`src/rtl/muldiv_pkg.sv`:
```
// Shared constants for the RV32M multiply/divide sequencer: op codes, FSM
// encoding, iteration count and operand-signedness helpers.
package muldiv_pkg;

  localparam logic [2:0] F3_MUL    = 3'b000;
  localparam logic [2:0] F3_MULH   = 3'b001;
  localparam logic [2:0] F3_MULHSU = 3'b010;
  localparam logic [2:0] F3_MULHU  = 3'b011;
  localparam logic [2:0] F3_DIV    = 3'b100;
  localparam logic [2:0] F3_DIVU   = 3'b101;
  localparam logic [2:0] F3_REM    = 3'b110;
  localparam logic [2:0] F3_REMU   = 3'b111;

  localparam logic [2:0] ST_IDLE = 3'd0;
  localparam logic [2:0] ST_PREP = 3'd1;
  localparam logic [2:0] ST_ITER = 3'd2;
  localparam logic [2:0] ST_FIX  = 3'd3;
  localparam logic [2:0] ST_DONE = 3'd4;

  localparam int ITER_COUNT = 32;

  function automatic logic a_is_signed(input logic [2:0] f3);
    return (f3 != F3_MULHU) && (f3 != F3_DIVU) && (f3 != F3_REMU);
  endfunction

  // MULHSU treats rs2 as unsigned; divides are signed only for DIV/REM.
  function automatic logic b_is_signed(input logic [2:0] f3);
    return f3[2] ? !f3[0] : !f3[1];
  endfunction

endpackage

```
`src/rtl/muldiv_signfix.sv`:
```
// Final sign correction and result selection applied to the unsigned
// magnitude product / quotient-remainder pair left by the iteration.
module muldiv_signfix
  import muldiv_pkg::*;
(
  input  logic [2:0]  funct3,
  input  logic [63:0] acc,
  input  logic        sign_a,
  input  logic        sign_b,
  output logic [31:0] result
);

  logic [63:0] prod;
  logic [31:0] quot;
  logic [31:0] rem;

  always_comb begin
    prod = (sign_a ^ sign_b) ? (~acc + 64'd1) : acc;
    quot = (sign_a ^ sign_b) ? (~acc[31:0] + 32'd1) : acc[31:0];
    // Remainder follows the dividend's sign only.
    rem  = sign_a ? (~acc[63:32] + 32'd1) : acc[63:32];
    case (funct3)
      F3_MUL:          result = prod[31:0];
      F3_DIV, F3_DIVU: result = quot;
      F3_REM, F3_REMU: result = rem;
      default:         result = prod[63:32];
    endcase
  end

endmodule

```
`src/rtl/muldiv_sequencer.sv`:
```
// Iterative RV32M multiply/divide unit: one bit per cycle shift-add multiply
// and restoring divide, with early exit for divide-by-zero and overflow.
module muldiv_sequencer
  import muldiv_pkg::*;
(
  input  logic        clk,
  input  logic        rst,
  input  logic        start,
  input  logic [2:0]  funct3,
  input  logic [31:0] op_a,
  input  logic [31:0] op_b,
  input  logic        flush,
  output logic        stall,
  output logic        busy,
  output logic        done,
  output logic [31:0] result
);

  logic [2:0]  state_q, state_d;
  logic [2:0]  f3_q, f3_d;
  logic [31:0] a_q, a_d;
  logic [31:0] b_q, b_d;
  logic        sign_a_q, sign_a_d;
  logic        sign_b_q, sign_b_d;
  logic [63:0] acc_q, acc_d;
  logic [5:0]  cnt_q, cnt_d;
  logic [31:0] result_q, result_d;

  logic [31:0] fix_result;
  logic [4:0]  bit_idx;
  logic [32:0] rem_shift;
  logic [31:0] rem_diff;

  muldiv_signfix u_signfix (
    .funct3 (f3_q),
    .acc    (acc_q),
    .sign_a (sign_a_q),
    .sign_b (sign_b_q),
    .result (fix_result)
  );

  // Operands are consumed MSB first so both algorithms shift left.
  assign bit_idx   = 5'd31 - cnt_q[4:0];
  assign rem_shift = {acc_q[63:32], a_q[bit_idx]};
  assign rem_diff  = rem_shift[31:0] - b_q;

  always_comb begin
    state_d  = state_q;
    f3_d     = f3_q;
    a_d      = a_q;
    b_d      = b_q;
    sign_a_d = sign_a_q;
    sign_b_d = sign_b_q;
    acc_d    = acc_q;
    cnt_d    = cnt_q;
    result_d = result_q;
    case (state_q)
      ST_IDLE: begin
        if (start && !flush) begin
          f3_d    = funct3;
          a_d     = op_a;
          b_d     = op_b;
          state_d = ST_PREP;
        end
      end
      ST_PREP: begin
        sign_a_d = a_is_signed(f3_q) && a_q[31];
        sign_b_d = b_is_signed(f3_q) && b_q[31];
        a_d      = sign_a_d ? (~a_q + 32'd1) : a_q;
        b_d      = sign_b_d ? (~b_q + 32'd1) : b_q;
        acc_d    = 64'd0;
        cnt_d    = 6'd0;
        state_d  = ST_ITER;
        if (f3_q[2] && (b_q == 32'd0)) begin
          result_d = f3_q[1] ? a_q : 32'hFFFF_FFFF;
          state_d  = ST_DONE;
        end else if (f3_q[2] && !f3_q[0] && (a_q == 32'h8000_0000) &&
                     (b_q == 32'hFFFF_FFFF)) begin
          result_d = f3_q[1] ? 32'd0 : 32'h8000_0000;
          state_d  = ST_DONE;
        end
      end
      ST_ITER: begin
        if (!f3_q[2]) begin
          acc_d = {acc_q[62:0], 1'b0} + (b_q[bit_idx] ? {32'd0, a_q} : 64'd0);
        end else if (rem_shift >= {1'b0, b_q}) begin
          acc_d = {rem_diff, acc_q[30:0], 1'b1};
        end else begin
          acc_d = {rem_shift[31:0], acc_q[30:0], 1'b0};
        end
        cnt_d = cnt_q + 6'd1;
        if (cnt_q == 6'(ITER_COUNT - 1)) begin
          state_d = ST_FIX;
        end
      end
      ST_FIX: begin
        result_d = fix_result;
        state_d  = ST_DONE;
      end
      default: state_d = ST_IDLE;
    endcase
    if (flush && (state_q != ST_IDLE)) begin
      state_d  = ST_IDLE;
      result_d = result_q;
    end
  end

  always_ff @(posedge clk or negedge rst) begin
    if (!rst) begin
      state_q  <= ST_IDLE;
      f3_q     <= 3'd0;
      a_q      <= 32'd0;
      b_q      <= 32'd0;
      sign_a_q <= 1'b0;
      sign_b_q <= 1'b0;
      acc_q    <= 64'd0;
      cnt_q    <= 6'd0;
      result_q <= 32'd0;
    end else begin
      state_q  <= state_d;
      f3_q     <= f3_d;
      a_q      <= a_d;
      b_q      <= b_d;
      sign_a_q <= sign_a_d;
      sign_b_q <= sign_b_d;
      acc_q    <= acc_d;
      cnt_q    <= cnt_d;
      result_q <= result_d;
    end
  end

  assign busy   = (state_q != ST_IDLE);
  assign done   = (state_q == ST_DONE);
  assign stall  = rst && ((start && (state_q == ST_IDLE)) || (state_q == ST_PREP) ||
                          (state_q == ST_ITER) || (state_q == ST_FIX));
  assign result = result_q;

endmodule
```
`config.mk`:
```
export PLATFORM = sky130hd
export DESIGN_NAME = muldiv_sequencer
export DESIGN_NICKNAME = d
export VERILOG_FILES = /design/src/rtl/muldiv_pkg.sv /design/src/rtl/muldiv_signfix.sv /design/src/rtl/muldiv_sequencer.sv
export SDC_FILE = /design/constraint.sdc
export NUM_CORES = 1
export LEC_CHECK = 0
export BUFFER_PORTS_ARGS = -buffer_cell sky130_fd_sc_hd__buf_2
export CORE_MARGIN = 2
export CORE_UTILIZATION = 60
export DETAILED_ROUTE_END_ITERATION = 12
export PLACE_DENSITY = 0.79
export RECOVER_POWER = 100
export SLEW_MARGIN = 20
export SYNTH_ARGS = -nofsm -noshare
export SYNTH_HDL_FRONTEND = slang
export SYNTH_HIERARCHICAL = 1
export SYNTH_SLANG_ARGS = --single-unit
```
`constraint.sdc`:
```
create_clock -name clk -period 10.6 [get_ports clk]
set_input_delay 1.59 -clock clk [delete_from_list [all_inputs] [get_ports clk]]
set_output_delay 1.59 -clock clk [all_outputs]
set_load 0.01 [all_outputs]
```
After elaboration in Yosys (flattened, before gate mapping) --
Cells that the tools add are included.
Storage, ports and cells: flip-flop bits (word level) 174, latch bits 0, bits in writable memories 0, ROM bits 0, output and inout port bits 35, logic and storage cells 110, memories kept 0
Operators by class: add/subtract/negate cells 9, $mul 0, divide/modulo/power cells 0, $lt $le $gt $ge 2, eq/ne operators 20, shift operators 0, mux-type cells 31, bitwise gates (word level) 7, reductions and logical operators 32
Operators with widths (number):
- 32-bit two-way mux | 11
- 64-bit two-way mux | 3
- 32-bit case mux with 2 select lines | 3
- 32-bit by 1-bit adder with 32-bit output (second input constant) | 4
- 32-bit NOT | 4
- 64-bit case mux with 2 select lines | 1
- 32-bit case mux with 3 select lines | 1
- 64-bit by 1-bit adder with 64-bit output (second input constant) | 1
- 64-bit by 32-bit adder with 64-bit output | 1
- 32-bit equality test (second input constant) | 2
- 64-bit NOT | 1
- 33-bit by 32-bit >= comparator with 1-bit output | 1
- 32-bit zero test | 1
- 32-bit subtractor | 1
- 3-bit equality test (second input constant) | 5
- 3-bit two-way mux | 5
- 3-bit != test (second input constant) | 5
- 1-bit logical AND | 12
- 3-bit case mux with 4 select lines | 1
- 6-bit case mux with 2 select lines | 1
- 1-bit binary-select mux with 5-bit select | 2
- 3-bit AND reduction | 3
- 6-bit by 1-bit adder with 6-bit output (second input constant) | 1
- 3-bit by 2-bit equality test with 1-bit output (second input constant) | 2
- other kinds (16) | 29

Depth between registers and ports, before layout --
Gate-level depths: netlist of run 1.
depth after elaboration 8, mapped depth 21

By module --
The synthesis of run 1 kept the hierarchy.
By module, submodules not included:
- muldiv_sequencer | instances 1, cells an instance 1825, area each 14261.2 um2, seq. area each 4354.2 um2
- muldiv_signfix | instances 1, cells an instance 513, area each 3228.1 um2, seq. area each 0.0 um2

Worst setup path before layout of run 1 --
OpenSTA, ideal clock, no wires.
path type reg-to-reg, start point register cnt_q[0], end point register acc_q[63], setup time 0.121 ns, arrival time 5.290 ns, setup slack 5.189 ns, cell stages (with the launch flop) 18, clock period less this slack 5.411 ns, cells stage by stage dfrtp_1 > clkbuf_1 > buf_1 > mux4_2 > o22ai_1 > a211oi_1 > a21oi_1 > clkbuf_1 > nor2b_1 > ha_1 > clkbuf_1 > nand2_1 > or3_1 > a2111oi_1 > o211ai_1 > o31a_1 > or3_1 > a22o_1
On the way: word-level cells in the longest chain between the ends 7, elaborated cells on any way between the ends 12, those cells by class 3 x add/sub; 1 x order compare; 8 x mux
Ends and longest elaborated chain:
- from (decl) | line muldiv_sequencer.sv:26 | logic [5:0] cnt_q, cnt_d;
- from (signal assigned) | line muldiv_sequencer.sv:127 | cnt_q <= cnt_d;
- 5-bit subtractor (*) | line muldiv_sequencer.sv:43 | assign bit_idx = 5'd31 - cnt_q[4:0];
- 1-bit binary-select mux with 5-bit select (on tied branches) | line muldiv_sequencer.sv:85, muldiv_sequencer.sv:44
- 1-bit two-way mux (on tied branches) | line muldiv_sequencer.sv:85, muldiv_sequencer.sv:44
- 32-bit two-way mux (tied with other cells) | line muldiv_sequencer.sv:85 | acc_d = {acc_q[62:0], 1'b0} + (b_q[bit_idx] ? {32'd0, a_q} : 64'd0);
- 64-bit by 32-bit adder with 64-bit output or 64-bit two-way mux (tied branches) | line muldiv_sequencer.sv:85, muldiv_sequencer.sv:86
- 64-bit two-way mux (*) | line muldiv_sequencer.sv:84 | if (!f3_q[2]) begin
- 64-bit case mux with 2 select lines (*) | line muldiv_sequencer.sv:57 | case (state_q)
- to (signal assigned) | line muldiv_sequencer.sv:116 | acc_q <= 64'd0;
- to (signal assigned) | line muldiv_sequencer.sv:126 | acc_q <= acc_d;
- to (decl) | line muldiv_sequencer.sv:25 | logic [63:0] acc_q, acc_d;
Mark *: on every way between the ends. The rest lies on a longest branch, timed or not. The select of a mux whose other input is x is not followed. A chain may end at the register's enable or synchronous reset.

Worst setup path after layout of run 1 --
start point register b_q[1], end point register result_q[5], in the netlist result[5]
On the way: word-level cells in the longest chain between the ends 4, elaborated cells on any way between the ends 8, those cells by class 2 x eq/ne; 2 x mux; 4 x reduce/logical
Ends and longest elaborated chain:
- from (decl) | line muldiv_sequencer.sv:22 | logic [31:0] b_q, b_d;
- from (signal assigned) | line muldiv_sequencer.sv:113 | b_q <= 32'd0;
- from (signal assigned) | line muldiv_sequencer.sv:123 | b_q <= b_d;
- 32-bit equality test or 32-bit zero test (tied branches) | line muldiv_sequencer.sv:78, muldiv_sequencer.sv:74
- 1-bit logical AND (on tied branches) | line muldiv_sequencer.sv:77, muldiv_sequencer.sv:74
- 3-bit != test (no source line) or 32-bit two-way mux (tied branches)
- 3-bit AND reduction (no source line) or 32-bit case mux with 2 select lines (tied branches)
- to (signal assigned) | line muldiv_sequencer.sv:128 | result_q <= result_d;
- to (decl) | line muldiv_sequencer.sv:27 | logic [31:0] result_q, result_d;
Several ways; a longest one is shown, not always the timed one.

==> results of run 1 <==
state kept, by name (all words and copies together) (netlist names):
| register | count |
|---|---|
| result | 32 |
| cnt_q | 6 |
| f3_q | 3 |
| acc_q | 64 |
| state_q | 3 |
| a_q | 32 |
| sign_b_q | 1 |
| b_q | 32 |
| sign_a_q | 1 |
power breakdown:
group          total [mW]  switching (mW)  internal, mW
logic                3.81            2.42          1.39
registers            1.37           0.535         0.838
clock network       0.689           0.315         0.374
worst register-to-register path: stages, from the launching register on:
cell,delay (ps)
dfrtp_1,470
inv_1,320
ha_1,270
nor3b_1,550
nand3_1,320
or4b_1,710
nor4b_1,540
and4_1,260
clkbuf_1,1060
o311ai_0,1130
clkbuf_1,800
mux2_1,580
layout make-up:
cell class | count | area [um2] | area share
clock buffers | 20 | 467 | 0.0251
clock inverters | 11 | 144 | 0.00775
inverters | 67 | 251 | 0.0135
multi-input cells | 1927 | 12200 | 0.657
flip-flops and latches | 174 | 4360 | 0.235
well taps | 384 | 480 | 0.0259
repair buffers | 137 | 676 | 0.0364
worst paths after layout:
kind                            from         to  slack, ps
hold reg to reg            result[0]  result[0]        490
min in group asynchronous        rst    b_q[24]       2660
setup / recovery              b_q[1]  result[5]       3460
max in group asynchronous        rst   acc_q[9]       3530
hold / removal             result[0]  result[0]        490
setup reg to reg              b_q[1]  result[5]       3460
cells in the final DEF (no fill, tap or decap), types with 31 or more instances in the layout:
cell type and instances:
a21oi_1 208, a31oi_1 32, buf_2 69, clkbuf_1 48, dfrtp_1 173, ha_1 69, inv_1 66, nand2_1 264
nand3_1 64, nand4_1 31, nor2_1 183, nor2b_1 36, nor3_1 82, nor4_1 46, o21ai_0 223, o221ai_1 33
o22ai_1 44, xnor2_1 76, xor2_1 42
through the flow:
stage / cells / instance area, um2 / hold slack [ps] / setup slack (ps) / utilization
after floorplan: 2338 / 17500 / 455 / 5190 / -
after global placement: 2689 / 18100 / 461 / 5420 / 0.630
after detailed placement: 2689 / 18100 / 477 / 5270 / 0.630
after CTS: 2720 / 18700 / 493 / 5210 / 0.651
after global routing: 2720 / 18600 / 514 / 2330 / 0.647
final: 2720 / 18600 / 492 / 3460 / 0.647
metal layers:
metal  track usage  vias to the layer above  part of all wire
met5             0                        -           0.00020
met4         0.158                        2             0.034
li1              -                     8722                 -
met3         0.102                      171              0.13
met1         0.621                     9324              0.41
met2         0.615                     1390              0.43
logic make-up after synthesis:
logic type,share of synthesized area
flip-flops,0.249
multiplexers,0.0461
buffers and inverters,0.0562
AND/OR/NAND/NOR,0.243
AO/OA/AOI/OAI,0.294
adder cells (fa/ha/maj),0.0517
XOR/XNOR,0.0601
==> metrics.cfg, run 1 <==
[synthesis]
synth_ff_type = dfrtp_1
ys_types = 91
synthTopCellsByArea = dfrtp_1, o21ai_0, a21oi_1
ys_ff_latch = 174
netlist.area_leader.share = 0.249
netlist_top_cells_count = nand2_1, o21ai_0, a21oi_1
yosysMostFrequentCell = nand2_1
netlist_area_um2 = 17500
async_flop_share = 1.00
yosys.area.top_type = dfrtp_1
yosys_warnings = 6
synth-seq-area-share = 0.249
syn_inst = 2338
synth_edf_count = 0
avgSynthCellArea_um2 = 7.48
syn-num-nets = 2480

[placed_design]
io_buffers = 105
hpwl_mm = 48.0
place_congestion = 1.01

[critical_path]
cp_top_family = simple AND/OR/NAND/NOR gates
crit_cells = 11
crit_type = reg -> reg
reg2reg_depth = 11
cpPeakStageDelay_ps = 1120
path_max_fanout = 34
cp_num_buf_inv = 3
startpoint_type = flop
cp_common_cell = clkbuf_1
end_kind = flop
worstPathRequired_ps = 10920
crit_slowest_cell = o311ai_0
worstPathCellList = inv_1 > ha_1 > nor3b_1 > nand3_1 > or4b_1 > nor4b_1 > and4_1 > clkbuf_1 > o311ai_0 > clkbuf_1 > mux2_1
cp.arrival_ps = 7460

[clock_tree]
cts_resized = 0
clock_sinks = 174
clock_path_buffers = 2
clk_latency_ps = 450
post_cts_buffers = 0
path_clk_slew_ps = 80
cts_root_buffer = clkbuf_16
cts_hold_buf = 0
htree_levels = 4
cts_tree = done
numCtsBuffers = 17

[final_layout]
area_growth_pct = 6.14
n_fill_cell = 2603
antenna_cells = 0
final_nets = 2466
drive_gt1_frac = 0.0788

[run_status]
violations = capacitance limit, slew limit
outcome = finished with violations

[routing]
first_pass_iters = 6
drc = 0
antenna_left = 0
drt_wl_total_mm = 65.9
vias = 19600
drt_iter0_drc = 3154
drt-wirelength-per-cell_um = 24.2
routed_via_density = 7.21

[sta]
slew_viol_final = 475
period_minus_slack_ps = 7140
finClkSkew_ps = 20.1
totalNegativeSetupSlack_ps = 0
setup_viol = 0
fmax_ghz = 0.140
fin_crit_sh = 0.673
rsz0062_at_grt = no
hold_viol = 0
slew_headroom = -1.85
worstMarginPinSlew_ps = 4270

[global_route]
grt_pass1_vias = 18300
grt_pass1_wl_mm = 103
grt-ovfl-total = 0
grt_antenna_before_repair = 2
track_usage = 0.427
grt_max_degree = 76

[min_path]
hold_path_class = reg -> reg
worstHoldPathCells = 2

[power_and_ir_drop]
p_leak_nw = 7.63
power_density_nw_per_um2 = 317
finalPower_mw = 5.88
irDropWorstVdd_mv = 0.127

[floorplan]
start_util = 0.609
die_h_um = 175
ios = 106
rows = 62
die_area_um2 = 30500
core_um2 = 28700
die_w_um = 175

[flow_run]
cap_violations = 11

Power figures use the tool's default switching activity.
==> run 2, diff against run 1 <==
--- a/config.mk
+++ b/config.mk
@@ -7,9 +7,9 @@
 export LEC_CHECK = 0
 export BUFFER_PORTS_ARGS = -buffer_cell sky130_fd_sc_hd__buf_2
 export CORE_MARGIN = 2
-export CORE_UTILIZATION = 60
+export CORE_UTILIZATION = 57
 export DETAILED_ROUTE_END_ITERATION = 12
-export PLACE_DENSITY = 0.79
+export PLACE_DENSITY = 0.78
 export RECOVER_POWER = 100
 export SLEW_MARGIN = 20
 export SYNTH_ARGS = -nofsm -noshare
==> constraint.sdc (replaced) <==
create_clock -name clk -period 6.4 [get_ports clk]
set_input_delay 0.96 -clock clk [delete_from_list [all_inputs] [get_ports clk]]
set_output_delay 0.96 -clock clk [all_outputs]
set_load 0.01 [all_outputs]
==> metrics.cfg, run 2 (same netlist as run 1, synthesis figures left out) <==
[final_layout]
n_fill_cell = 2812  ; +8.0%
largest_reg_flops = 64  ; unchanged
postLayoutCellArea_um2 = 18600  ; +0.37%
layout_commonest_cell = nand2_1
final_cell_mix = nand2_1, o21ai_0, a21oi_1, nor2_1, dfrtp_1
multi_input_comb_area_um2 = 12200  ; about the same
area.sequential_um2 = 4360  ; unchanged
final_nets = 2472  ; +0.24%
drive_gt1_frac = 0.0854  ; +0.00659
antenna_cells = 0  ; unchanged
area_growth_pct = 6.53
largest_register = acc_q

[clock_tree]
clk_latency_ps = 470  ; +20 ps
cts_hold_buf = 0  ; unchanged
htree_levels = 4  ; unchanged
cts_tree = done
clock_path_buffers = 2  ; unchanged
path_clk_slew_ps = 80  ; about the same
cts_resized = 0  ; unchanged
numCtsBuffers = 17  ; unchanged
post_cts_buffers = 0  ; unchanged
clock_sinks = 174  ; unchanged
cts_root_buffer = clkbuf_16

[floorplan]
die_w_um = 179  ; +2.5%
core_um2 = 30400  ; +6.0%
ios = 106  ; unchanged
rows = 64  ; +3.2%
die_area_um2 = 32100  ; +5.1%
start_util = 0.575  ; -0.0346
die_h_um = 179  ; +2.5%

[sta]
setup_viol = 0  ; unchanged
totalNegativeSetupSlack_ps = 0  ; unchanged
fin_ws_ps = 558  ; -2900 ps
slew_viol_final = 254  ; -47%
fin_crit_sh = 0.913  ; +0.239
fmax_ghz = 0.171  ; +22%
finClkSkew_ps = 13.0  ; -7.09 ps
rsz0062_at_grt = no
worstMarginPinSlew_ps = 3570  ; -701 ps
hold_viol = 0  ; unchanged
period_minus_slack_ps = 5840  ; -1300 ps
slew_headroom = -1.38  ; +0.468

[global_route]
grt_pass1_vias = 17700  ; -3.3%
grt-ovfl-total = 0  ; unchanged
track_usage = 0.422  ; -0.00509
grt_antenna_before_repair = 2  ; unchanged
grt_max_degree = 102  ; +34%
grt_pass1_wl_mm = 104  ; +0.40%

[run_status]
outcome = finished with violations
violations = capacitance limit, slew limit

[routing]
routed_via_density = 7.14  ; -0.95%
drt-wirelength-per-cell_um = 24.8  ; +2.4%
drt_wl_total_mm = 67.9  ; +3.1%
first_pass_iters = 7  ; +1
drc = 0  ; unchanged
vias = 19600  ; -0.26%
drt_iter0_drc = 2742  ; -13%
antenna_left = 0  ; unchanged

[power_and_ir_drop]
power_density_nw_per_um2 = 525  ; +66%
p_leak_nw = 7.67  ; +0.51%
finalPower_mw = 9.77  ; +66%
irDropWorstVdd_mv = 0.284  ; +120%

[critical_path]
path_max_fanout = 15  ; -56%
cpPeakStageDelay_ps = 780  ; -340 ps
startpoint_type = flop
crit_slowest_cell = dfrtp_1
cp_common_cell = o211ai_1
crit_type = reg -> reg
worstPathRequired_ps = 6750  ; -4170 ps
end_kind = flop
cp_num_buf_inv = 2  ; -1
cp.arrival_ps = 6190  ; -1270 ps
cp_top_family = compound AO/OA/AOI/OAI gates
worstPathCellList = mux4_2 > o22ai_1 > a21oi_1 > a21oi_2 > buf_4 > nor2b_1 > ha_1 > nand2_1 > o211ai_1 > nand3_1 > a21bo_2 > a2111oi_0 > clkbuf_1 > o211ai_1 > o31a_1 > or3_1 > a22o_1

[placed_design]
dp_slack_ps = 875  ; -4400 ps
place_area_um2 = 18100  ; +0.36%
io_buffers = 105  ; unchanged
place_congestion = 1.02  ; +0.82%
hpwl_mm = 49.5  ; +3.2%

[min_path]
hold_path_class = reg -> reg

[flow_run]
cap_violations = 5  ; -6

[run 2: worst paths after layout]
path,startpoint,endpoint,slack [ps],depth (start not counted)
worst min register to register,result[1],result[1],490,2
worst max-delay path,cnt_q[0],acc_q[63],560,17
max in group asynchronous,rst,acc_q[4],1120,3
min in group asynchronous,rst,b_q[8],1690,1
worst min-delay path,result[1],result[1],490,2
worst max register to register,cnt_q[0],acc_q[63],560,17
[run 2: cell type report]
| class | count | area share |
|---|---|---|
| tap | 396 | 0.0266 |
| sequential | 174 | 0.234 |
| clock inverter | 15 | 0.00933 |
| multi-input combinational | 1927 | 0.654 |
| clock buffer | 17 | 0.0228 |
| inverter | 67 | 0.0135 |
| timing repair buffer | 143 | 0.0400 |
[run 2: per-layer routing]
layer  wire, um  track usage  up-vias
li1           -            -     8744
met1      28200        0.598     9283
met2      28500        0.604     1314
met3       8560        0.123      215
met4       2640        0.159        2
met5          9            0        -
[run 2: worst register-to-register path, stage by stage, from the launching register on]
cell	delay (ps)
dfrtp_1	780
mux4_2	590
o22ai_1	160
a21oi_1	70
a21oi_2	530
buf_4	330
nor2b_1	80
ha_1	360
nand2_1	110
o211ai_1	340
nand3_1	150
a21bo_2	250
a2111oi_0	520
clkbuf_1	310
o211ai_1	330
o31a_1	340
or3_1	310
a22o_1	180
[run 2: where the power goes]
group	switching [mW]	leakage (nW)	internal (mW)
Clock	0.540	0.290	0.559
Combinational	4.08	5.14	2.33
Sequential	0.875	2.24	1.39
[run 2: per-stage QoR]
step | cells | utilization | hold WS, ps
6_report | 2739 | 0.612 | 492
2_1_floorplan | 2338 | - | 455
3_5_place_dp | 2707 | 0.596 | 481
3_3_place_gp | 2707 | 0.596 | 466
5_1_grt | 2739 | 0.612 | 513
4_1_cts | 2739 | 0.616 | 480
